==> src/rtl/score_pkg.sv <==
// Shared types and constants for the score display path.
package score_pkg;

  localparam int SCORE_W = 16;
  localparam logic [SCORE_W-1:0] SCORE_MAX = 16'd9999;

  typedef enum logic [1:0] {
    IDLE,
    LOAD,
    SHIFT,
    COMMIT
  } state_t;

  // Active-low segments, bit order {g,f,e,d,c,b,a}.
  localparam logic [6:0] SEG_0     = 7'h40;
  localparam logic [6:0] SEG_1     = 7'h79;
  localparam logic [6:0] SEG_2     = 7'h24;
  localparam logic [6:0] SEG_3     = 7'h30;
  localparam logic [6:0] SEG_4     = 7'h19;
  localparam logic [6:0] SEG_5     = 7'h12;
  localparam logic [6:0] SEG_6     = 7'h02;
  localparam logic [6:0] SEG_7     = 7'h78;
  localparam logic [6:0] SEG_8     = 7'h00;
  localparam logic [6:0] SEG_9     = 7'h10;
  localparam logic [6:0] SEG_BLANK = 7'h7F;

  function automatic logic [15:0] dd_adjust(
    input logic [15:0] b
  );
    logic [15:0] r;
    r = b;
    for (int i = 0; i < 4; i++) begin
      if (b[i*4 +: 4] >= 4'd5) begin
        r[i*4 +: 4] = b[i*4 +: 4] + 4'd3;
      end
    end
    return r;
  endfunction

endpackage

==> src/rtl/score_display_seg7_decode.sv <==
// BCD digit to active-low 7-segment pattern.
// Codes 10-15 and the blank request both produce an unlit digit.
module seg7_decode
  import score_pkg::*;
(
  input  logic [3:0] bcd,
  input  logic       blank,
  output logic [6:0] seg
);

  always_comb begin
    seg = SEG_BLANK;
    if (!blank) begin
      unique case (bcd)
        4'd0:    seg = SEG_0;
        4'd1:    seg = SEG_1;
        4'd2:    seg = SEG_2;
        4'd3:    seg = SEG_3;
        4'd4:    seg = SEG_4;
        4'd5:    seg = SEG_5;
        4'd6:    seg = SEG_6;
        4'd7:    seg = SEG_7;
        4'd8:    seg = SEG_8;
        4'd9:    seg = SEG_9;
        default: seg = SEG_BLANK;
      endcase
    end
  end

endmodule

==> src/rtl/score_display.sv <==
// Score bus to 4-digit multiplexed 7-seg display via double-dabble.
// SCORE_LZ_BLANK_EN: blank leading zero digits (units always shown).
module score_display #(
  parameter int                REFRESH_DIV = 50000,
  parameter logic [15:0]       SCORE_MAX   = score_pkg::SCORE_MAX
) (
  input  logic        clk,
  input  logic        rst,
  input  logic [15:0] score,
  output logic [3:0]  an,
  output logic [6:0]  seg,
  output logic        dp,
  output logic        busy,
  output logic        ovf
);

  localparam int RW = (REFRESH_DIV > 2) ? $clog2(REFRESH_DIV) : 1;
  localparam logic [RW-1:0] RLAST = RW'(REFRESH_DIV - 1);

  score_pkg::state_t state_q, state_d;

  logic [15:0]   bin_q, bin_d;
  logic [15:0]   bcd_q, bcd_d;
  logic [3:0]    cnt_q, cnt_d;
  logic [15:0]   last_q, last_d;
  logic          ovfp_q, ovfp_d;
  logic          busy_q, busy_d;
  logic          ovf_q, ovf_d;
  logic [15:0]   dig_q, dig_d;
  logic [RW-1:0] rcnt_q, rcnt_d;
  logic [1:0]    idx_q, idx_d;
  logic [3:0]    an_q, an_d;
  logic [6:0]    seg_q, seg_d;

  logic [15:0] bcd_sh;
  logic [15:0] bin_sh;
  logic        over;
  logic [3:0]  cur_dig;
  logic        blank;

  assign over = score > SCORE_MAX;
  assign {bcd_sh, bin_sh} = {score_pkg::dd_adjust(bcd_q), bin_q} << 1;

  always_comb begin
    state_d = state_q;
    bin_d   = bin_q;
    bcd_d   = bcd_q;
    cnt_d   = cnt_q;
    last_d  = last_q;
    ovfp_d  = ovfp_q;
    busy_d  = busy_q;
    ovf_d   = ovf_q;
    dig_d   = dig_q;
    unique case (state_q)
      score_pkg::IDLE: begin
        if (score != last_q) begin
          state_d = score_pkg::LOAD;
          busy_d  = 1'b1;
        end
      end
      score_pkg::LOAD: begin
        bin_d   = over ? SCORE_MAX : score;
        last_d  = score;
        ovfp_d  = over;
        bcd_d   = '0;
        cnt_d   = '0;
        state_d = score_pkg::SHIFT;
      end
      score_pkg::SHIFT: begin
        bcd_d = bcd_sh;
        bin_d = bin_sh;
        cnt_d = cnt_q + 4'd1;
        // Publish on the final shift so old digits hold until then.
        if (cnt_q == 4'd15) begin
          state_d = score_pkg::COMMIT;
          dig_d   = bcd_sh;
          ovf_d   = ovfp_q;
          busy_d  = 1'b0;
        end
      end
      score_pkg::COMMIT: begin
        if (score != last_q) begin
          state_d = score_pkg::LOAD;
          busy_d  = 1'b1;
        end else begin
          state_d = score_pkg::IDLE;
        end
      end
      default: state_d = score_pkg::IDLE;
    endcase
  end

  always_comb begin
    rcnt_d = rcnt_q + RW'(1);
    idx_d  = idx_q;
    if (rcnt_q == RLAST) begin
      rcnt_d = '0;
      idx_d  = idx_q + 2'd1;
    end
    an_d    = ~(4'b0001 << idx_d);
    cur_dig = dig_d[{idx_d, 2'b00} +: 4];
  end

`ifdef SCORE_LZ_BLANK_EN
  logic [3:0] lz;
  always_comb begin
    lz[3] = (dig_d[15:12] == 4'd0);
    lz[2] = lz[3] && (dig_d[11:8] == 4'd0);
    lz[1] = lz[2] && (dig_d[7:4] == 4'd0);
    lz[0] = 1'b0;
    blank = lz[idx_d];
  end
`else
  assign blank = 1'b0;
`endif

  seg7_decode u_dec (
    .bcd   (cur_dig),
    .blank (blank),
    .seg   (seg_d)
  );

  always_ff @(posedge clk or negedge rst) begin
    if (!rst) begin
      state_q <= score_pkg::IDLE;
      bin_q   <= '0;
      bcd_q   <= '0;
      cnt_q   <= '0;
      last_q  <= '0;
      ovfp_q  <= 1'b0;
      busy_q  <= 1'b0;
      ovf_q   <= 1'b0;
      dig_q   <= '0;
      rcnt_q  <= '0;
      idx_q   <= '0;
      an_q    <= 4'hF;
      seg_q   <= score_pkg::SEG_BLANK;
    end else begin
      state_q <= state_d;
      bin_q   <= bin_d;
      bcd_q   <= bcd_d;
      cnt_q   <= cnt_d;
      last_q  <= last_d;
      ovfp_q  <= ovfp_d;
      busy_q  <= busy_d;
      ovf_q   <= ovf_d;
      dig_q   <= dig_d;
      rcnt_q  <= rcnt_d;
      idx_q   <= idx_d;
      an_q    <= an_d;
      seg_q   <= seg_d;
    end
  end

  assign an   = an_q;
  assign seg  = seg_q;
  assign dp   = 1'b1;
  assign busy = busy_q;
  assign ovf  = ovf_q;

endmodule
==> config.mk <==
export PLATFORM = sky130hd
export DESIGN_NAME = score_display
export DESIGN_NICKNAME = d
export VERILOG_FILES = /design/src/rtl/score_pkg.sv /design/src/rtl/score_display_seg7_decode.sv /design/src/rtl/score_display.sv
export SDC_FILE = /design/constraint.sdc
export NUM_CORES = 1
export LEC_CHECK = 0
export ABC_AREA = 1
export CAP_MARGIN = 20
export CORE_UTILIZATION = 60
export DETAILED_ROUTE_END_ITERATION = 10
export HOLD_SLACK_MARGIN = 0.15
export PLACE_DENSITY = 0.81
export SYNTH_ARGS = -nofsm -noshare
export SYNTH_HDL_FRONTEND = slang
export SYNTH_SLANG_ARGS = --single-unit
==> constraint.sdc <==
create_clock -name clk -period 3 [get_ports clk]
set_input_delay 0.6 -clock clk [delete_from_list [all_inputs] [get_ports clk]]
set_output_delay 0.6 -clock clk [all_outputs]
set_load 0.02 [all_outputs]
# Word-level counts from Yosys, hierarchy flattened

Memories as Yosys holds them, arrays and structs flattened. A register that Yosys moved wholly into a read port is not among the register bits.
Index checks and enable logic that the tools add are counted.

Bits in read-only memories: 112
Memory bits (writable): 0
Output and inout port bits: 14
Bits in latches: 0
Memories kept: 1
Input bits: 18
Flip-flop bits (word level): 95

Multiply operators: 0
Eq/ne operators: 9
Add/subtract/negate cells: 7
Order comparisons: 5
Div/mod/pow operators: 0
Shifts and indexed selects: 2
Bitwise logic cells: 1
Reductions and logical operators: 8
Multiplexer cells: 19

Memory list:

| memory          | depth | bits a word | read ports | clocked after Yosys merged registers in | wr ports | RTL line                        | source |
|---|---|---|---|---|---|---|---|
| (no name shown) | 16    | 7           | 1          | 1                                       | 0        | score_display_seg7_decode.sv:14 | `unique case (bcd)` |

Operator list:

| kind                  | count |
|---|---|
| $mux 16               | 4 |
| $pmux 16 s2           | 2 |
| $add 16x1->16 const B | 1 |
| $eq 16x16->1 const B  | 1 |
| $ge 4x3->1 const B    | 4 |
| $gt 16x14->1 const B  | 1 |
| $ne 16x16->1          | 1 |
| $shiftx 16x5->4       | 1 |
| $add 4x2->4 const B   | 3 |
| $mux 4                | 3 |
| $pmux 2 s4            | 1 |
| $pmux 4 s2            | 1 |
| $mux 2                | 3 |
| $add 4x1->4 const B   | 1 |
| $eq 2x2->1 const B    | 2 |
| $eq 4x4->1 const B    | 1 |
| $ne 2x2->1 const B    | 2 |
| $not 4->4             | 1 |
| $reduce_and 2->1      | 2 |
| $reduce_bool 2->1     | 2 |
| $shl 1x2->4 const A   | 1 |
| $add 3x2->3 const B   | 1 |
| $mux 1                | 3 |
| $mux 3                | 1 |
| other kinds (8)       | 8 |

# Logic depth before layout (Yosys ltp)

Gate-level depths: netlist of run 1.

Depth after elaboration: 5
Gate-level depth with buffers: 18
Gate-level depth less buffers: 18

# Cells and area by module

A second synthesis of run 1 with hierarchy kept.

Cell total of the unflattened synthesis: 683
Area total of the unflattened synthesis: 5370.2 um2

By module, submodules not included:

| module        | area each (um2) | cells each | sequential area each (um2) | instances |
|---|---|---|---|---|
| score_display | 5166.2          | 646        | 2566.2                     | 1 |
| seg7_decode   | 203.9           | 37         | 0.0                        | 1 |

# Least setup slack after synthesis of run 1

Ideal clock, no wire load.

Path kind: register -> register
Start: reg state_q[0]
End: reg seg_q[3] (netlist: seg[3])
Cell stages (with the launch flop): 17
Data arrival time: 2094 ps
Setup time: 60 ps
Path buffers: 1
Path slack: 846 ps
Data required time: 2940 ps
Path through: dfrtp_1 inv_1 ha_1 nand4_1 inv_2 buf_2 nand3_1 nand2_1 nand2_4 nand2_2 nand2_2 nand2_4 inv_1 ha_1 nand2_1 nand3_1 nand2_1

Longest elaborated chain between the ends: 3

Ends and longest elaborated chain:

| item                     | RTL line             | source |
|---|---|---|
| start: declaration       | score_display.sv:20  | `score_pkg::state_t state_q, state_d;` |
| start signal: assignment | score_display.sv:125 | `state_q <= score_pkg::IDLE;` |
| start signal: assignment | score_display.sv:139 | `state_q <= state_d;` |
| $eq 2x2->1               | score_display.sv:54  | `unique case (state_q)` |
| $mux 16                  | score_display.sv:54  |  |
| net dig_d[13]            | score_display.sv:29  | `logic [15:0] dig_q, dig_d;` |
| $shiftx 16x5->4          | score_display.sv:101 | `cur_dig = dig_d[{idx_d, 2'b00} +: 4];` |
| end: declaration         | score_display.sv:33  | `logic [6:0] seg_q, seg_d;` |

The timed path passes the listed nets, and every way through them passes these cells.
A chain may end at the register's enable or synchronous reset.

# Worst setup path in the final report of run 1

Ends and elaborated chain as after synthesis.

==> results of run 1 <==
[layout make-up]
cell class	instances	area, um2
clock buffers	12	155
multi-input cells	401	2350
flip-flops and latches	102	2570
clock inverters	3	43.8
fillers	691	2730
well taps	108	135
inverters	91	342
repair buffers	38	358
[stage by stage]
stage / hold slack (ps) / util, % / instances / worst slack (ps)
after CTS: 368 / 68.6 / 755 / 575
after global placement: 448 / 66.3 / 740 / 694
after detailed placement: 457 / 66.3 / 740 / 585
final: 309 / 68.6 / 755 / 570
after global routing: 413 / 68.6 / 755 / 262
after floorplan: 304 / - / 610 / 846
[worst max path at each step]
stage,start,depth (start not counted),end,slack [ps]
5_1_grt,state_q[0],6,bin_q[13],260
6_report,state_q[0],14,seg[3],570
3_5_place_dp,score[13],7,state_q[1],580
3_3_place_gp,state_q[0],6,bin_q[6],690
4_1_cts,state_q[0],14,seg[3],570
2_1_floorplan,state_q[0],16,seg[3],850
[synth_stat cells, drive strengths merged]
cell type	n	area share (%)
nand3	52	5.5
o21ai	41	4.0
ha	19	4.4
o221ai	13	2.1
o22ai	9	1.1
a31oi	2	0.23
buf	6	0.98
xor2	6	0.98
or2	5	0.58
inv	91	6.4
nor3	5	0.47
o21a	1	0.14
nand3b	1	0.14
o2bb2ai	2	0.33
conb	1	0.070
nor2	39	4.0
dfstp	11	5.4
a21oi	10	0.94
xnor2	14	2.3
nand2	149	12
dfrtp	91	43
or4	1	0.14
nand4	21	2.6
mux2	10	2.1
clkbuf	10	0.70
[cell families after synthesis]
group | share of synthesized area, %
and+or+nand+nor | 25.2
buffers and inverters | 8.07
DFF | 48.0
AOI/OAI and AO/OA | 8.86
xor gates and xnor gates | 3.27
adders and majority gates | 4.44
muxes | 2.10
other | 0.0701
[per-layer routing]
layer,vias to the layer above,share of wire [%]
li1,2047,-
met1,1998,45
met2,105,48
met3,29,4.6
met4,0,2.6
met5,-,0
[power breakdown]
group,switching (mW),internal [mW],leakage [nW]
Combinational,0.794,0.515,1.53
Sequential,0.138,1.66,1.29
Clock,0.444,0.428,0.102
Total,1.38,2.61,2.92
[state kept, by name (all words and copies together) (netlist names)]
| register | cells |
|---|---|
| bin_q | 16 |
| dig_q | 16 |
| state_q | 2 |
| an | 4 |
| ovfp_q | 1 |
| busy | 1 |
| cnt_q | 4 |
| rcnt_q | 16 |
| idx_q | 2 |
| last_q | 16 |
| bcd_q | 16 |
| seg | 7 |
| ovf | 1 |
[worst max-delay path, delay by kind of cell, from the launching register on]
| kind | cells | cell delay (ps) |
|---|---|---|
| AND/OR/NAND/NOR | 8 | 730 |
| adder cells (fa/ha/maj) | 2 | 520 |
| flip-flops | 1 | 440 |
| buffers and inverters | 3 | 440 |
| AO/OA/AOI/OAI | 1 | 240 |
==> impl_metrics.yaml, run 1 <==
run_status:
  outcome: "complete, no violations"
worst_setup_path:
  worstPathRequired_ps: 3310
  r2r-end: "seg[3]"
  max_stage_delay_ps: 440
  crit_type: "flop to flop"
  reg2reg_slack_ps: 570
  start_kind: "flop"
  cp_max_fo: 20
  crit_path_top_delay_cell: "dfrtp_1"
  r2r-start: "state_q[0]"
  path_cells: "inv_1, ha_1, nand4_1, buf_4, o21ai_0, nand2_1, nand2_2, nand2_2, nand2_4, inv_1, ha_1, nand2_1, nand3_1, nand2_1"
  worstPathArrival_ps: 2740
  cp_common_cell: "nand2_1"
  rr_worst_depth: 14
  cp-end-kind: "flop"
logic_synthesis:
  syn_area_um2: 5350
  yosysSeqAreaShare_pct: 48.0
  synthCells: 610
  postSynthAreaPerCell_um2: 8.77
  ys_seq_elements: 102
  ys_warn_count: 0
  syn_nets: 647
  ys_types: 40
cells_and_area:
  drive_gt1_share_pct: 13.8
  antenna_cells: 0
  fin_nets: 680
  layout_commonest_cell: "nand2_1"
  layout_common_cells: "130 x nand2_1, 91 x dfrtp_1, 88 x inv_1, 47 x nand3_1, 36 x o21ai_0"
  syn_to_final_growth_pct: 11.2
  fin_area_um2: 5950
timing:
  layout_min_cycle_time_ps: 2430
  fin_skew_ps: 9.38
  slew_headroom_pct: 42.7
  clock.fmax_mhz: 411
  setup_viol: 0
  final.period_utilization_pct: 81.0
  fin_setup_tns_ps: 0
  rsz0062_at_grt: "no"
  worstMarginPinSlew_ps: 859
  report.final.slew_viol_count: 0
  hold_viol_final: 0
clocking:
  cts_inserted_buffers: 9
  cts.hold.buffers_added: 0
  ctsResizeCount: 0
  clockBufferDepth: 2
  insertion_delay_ps: 360
  cts_max_level: 3
  cts_setup_buffers: 0
  clockRootBuffer: "clkbuf_8"
  cts.clk_slew.worst_paths_ps: 90
  clock-sinks: 102
  cts_tree: "built"
die:
  die_x_um: 96.4
  start_util_pct: 61.7
  die_area_um2: 9300
  boundaryPins: 32
  std_cell_rows: 34
  coreArea_um2: 8680
  die_h_um: 96.4
grt:
  antenna_found_initial: 0
  grt_overflow: 0
  met3_usage_pct: 5.71
  top_usage_layer: "met2"
  grt_usage_pct: 24.7
  grt_use_met1_pct: 31.5
  grt_pass1_wl_um: 17600
  grt_max_degree: 69
  grt_pass1_vias: 4004
  met2_usage_pct: 40.4
detailed_routing:
  avgRoutedWirePerCell_um: 13.9
  drc: 0
  drt_iter0_drc: 245
  detail-route-antenna-nets: 0
  dr.pass1.iters: 4
  viasPerCell: 5.54
  wl_um: 10500
  vias: 4179
place:
  hpwl_um: 7670
  port_buffers: 30
  gp_congestion: 0.841
  placed_cell_area_um2: 5750
min_path:
  hold_path_class: "primary input to asynchronous set/reset pin"
flow_run:
  maxCapViolCount: 0
power_and_ir_drop:
  peakVddDrop_v: 0.000662
  power_density_nw_per_um2: 669
  leakagePower_nw: 2.92
  finalPower_mw: 3.98
Note: power is estimated with default switching activity, not from simulation.
==> inputs of run 2 (changes only) <==
Settings changed: CORE_UTILIZATION 60 to 54, PLACE_DENSITY 0.81 to 0.77.
Clock period 3 ns to 1.97 ns, I/O delays scaled along.
==> impl_metrics.yaml, run 2 (synthesized netlist as in run 1, its figures left out) <==
cells_and_area:
  fin_cells: 860
  fin_nets: 763
  syn_to_final_growth_pct: 32.1
  fin_area_um2: 7070
  layout_common_cells: "97 x nand2_1, 91 x dfrtp_1, 81 x buf_4, 73 x inv_1, 36 x nand3_1"
  layout_commonest_cell: "nand2_1"
  drive_gt1_share_pct: 33.5
  antenna_cells: 0
detailed_routing:
  routed.top_layer: "met4"
  wl_met3_um: 603
  viasPerCell: 5.49
  drt-met1-wl_um: 5260
  vias: 4719
  detail-route-antenna-nets: 0
  wl_met2_um: 6940
  drc: 0
  avgRoutedWirePerCell_um: 15.3
  wl_um: 13200
  drt_iter0_drc: 231
  dr.pass1.iters: 6
timing:
  rsz0062_at_grt: "yes"
  fin_skew_ps: 16.7
  fin_setup_tns_ps: -590
  clock.fmax_mhz: 481
  layout_min_cycle_time_ps: 2080
  setup_viol: 7
  final.period_utilization_pct: 106
  fin_ws_ps: -109
  hold_viol_final: 0
  report.final.slew_viol_count: 0
grt:
  antenna_found_initial: 0
  grt_usage_pct: 25.2
  grt_overflow: 0
  grt_max_degree: 53
  grt_pass1_vias: 4594
  grt_pass1_wl_um: 20500
power_and_ir_drop:
  peakVddDrop_v: 0.000808
  power_density_nw_per_um2: 934
  leakagePower_nw: 3.44
worst_setup_path:
  cp_max_fo: 6
  worstPathArrival_ps: 2390
  rr_worst_depth: 14
  cp-end-kind: "flop"
  start_kind: "flop"
  worstPathRequired_ps: 2280
  crit_type: "flop to flop"
die:
  die_area_um2: 10300
  start_util_pct: 56.8
  coreArea_um2: 9420
  die_x_um: 102
  die_h_um: 102
  std_cell_rows: 35
  boundaryPins: 32
run_status:
  outcome: "finished with violations"
  violations: "negative setup slack"
place:
  gp_congestion: 0.821
  port_buffers: 30
  hpwl_um: 7920
  placed_cell_area_um2: 6120
  place_inst: 803
  dp_slack_ps: -205
clocking:
  clock-sinks: 102
  clockRootBuffer: "clkbuf_8"
  clockBufferDepth: 2
  cts_inserted_buffers: 9
  insertion_delay_ps: 370
  cts.clk_slew.worst_paths_ps: 110
  cts_tree: "built"
  cts_max_level: 3
min_path:
  hold_path_class: "primary input to asynchronous set/reset pin"
flow_run:
  maxCapViolCount: 0
==> run 2: cell types whose count changed in the layout (fill, tap and decap cells not counted), sizes merged <==
cell         previous run  this run
buf                     9        90
bufinv                  1         2
clkinvlp                0         1
dlygate4sd3             0         1
==> run 2: worst paths after layout <==
path	start	end	slack (ps)
min in group clk	ovf	ovf	500
worst min register to register	ovf	ovf	500
worst max-delay path	state_q[0]	seg[3]	-110
worst min-delay path	rst	rcnt_q[15]	470
worst max register to register	state_q[0]	seg[3]	-110
max in group asynchronous	rst	bin_q[9]	910
==> run 2: what timing repair did <==
item	4_1_cts	5_1_grt
pin swaps	21	29
cloned	0	1
hold buffers	1	0
setup buffers	24	16
hold endpoints to repair	22	0
resized for setup	52	55
endpoints found under the setup margin	7	22
==> run 2: power breakdown <==
group,internal [mW],leakage [nW],total (mW),switching [mW]
Sequential,2.53,1.29,2.74,0.204
Clock,0.723,0.108,1.47,0.749
Combinational,1.02,2.04,2.39,1.37
Total,4.28,3.44,6.60,2.32
==> run 2: through the flow <==
stage | power, mW | utilization (%) | hold slack, ps
2_1_floorplan | 4.21 | - | 98.4
3_3_place_gp | 4.76 | 65.0 | 324
3_5_place_dp | 4.89 | 65.0 | 322
4_1_cts | 6.41 | 71.5 | 461
5_1_grt | 6.98 | 75.1 | 493
6_report | 6.60 | 75.1 | 472
==> run 2: routing by layer <==
| layer | track usage, % | vias up |
|---|---|---|
| met4 | 9.92 | 0 |
| met1 | 29.8 | 2309 |
| met2 | 45.9 | 155 |
| met3 | 3.86 | 39 |
| met5 | 0 | - |
| li1 | - | 2216 |
==> run 2: worst max-delay path: stages, from the launching register on <==
cell and delay (ps):
dfrtp_1 410, inv_2 80, ha_4 130, nand4_1 100
buf_6 170, clkbuf_16 160, o21ai_4 160, nand3_2 90
nand2_2 100, nor2_4 50, buf_4 130, ha_4 250
nand2_1 60, nand3_1 70, nand2_1 50
==> run 2: area by class of cell <==
cell class | instances | area [um2]
sequential | 102 | 2570
fill | 621 | 2350
timing repair buffer | 121 | 1060
clock buffer | 11 | 131
multi-input combinational | 401 | 2710
clock inverter | 5 | 82.6
tap | 129 | 161
inverter | 91 | 355
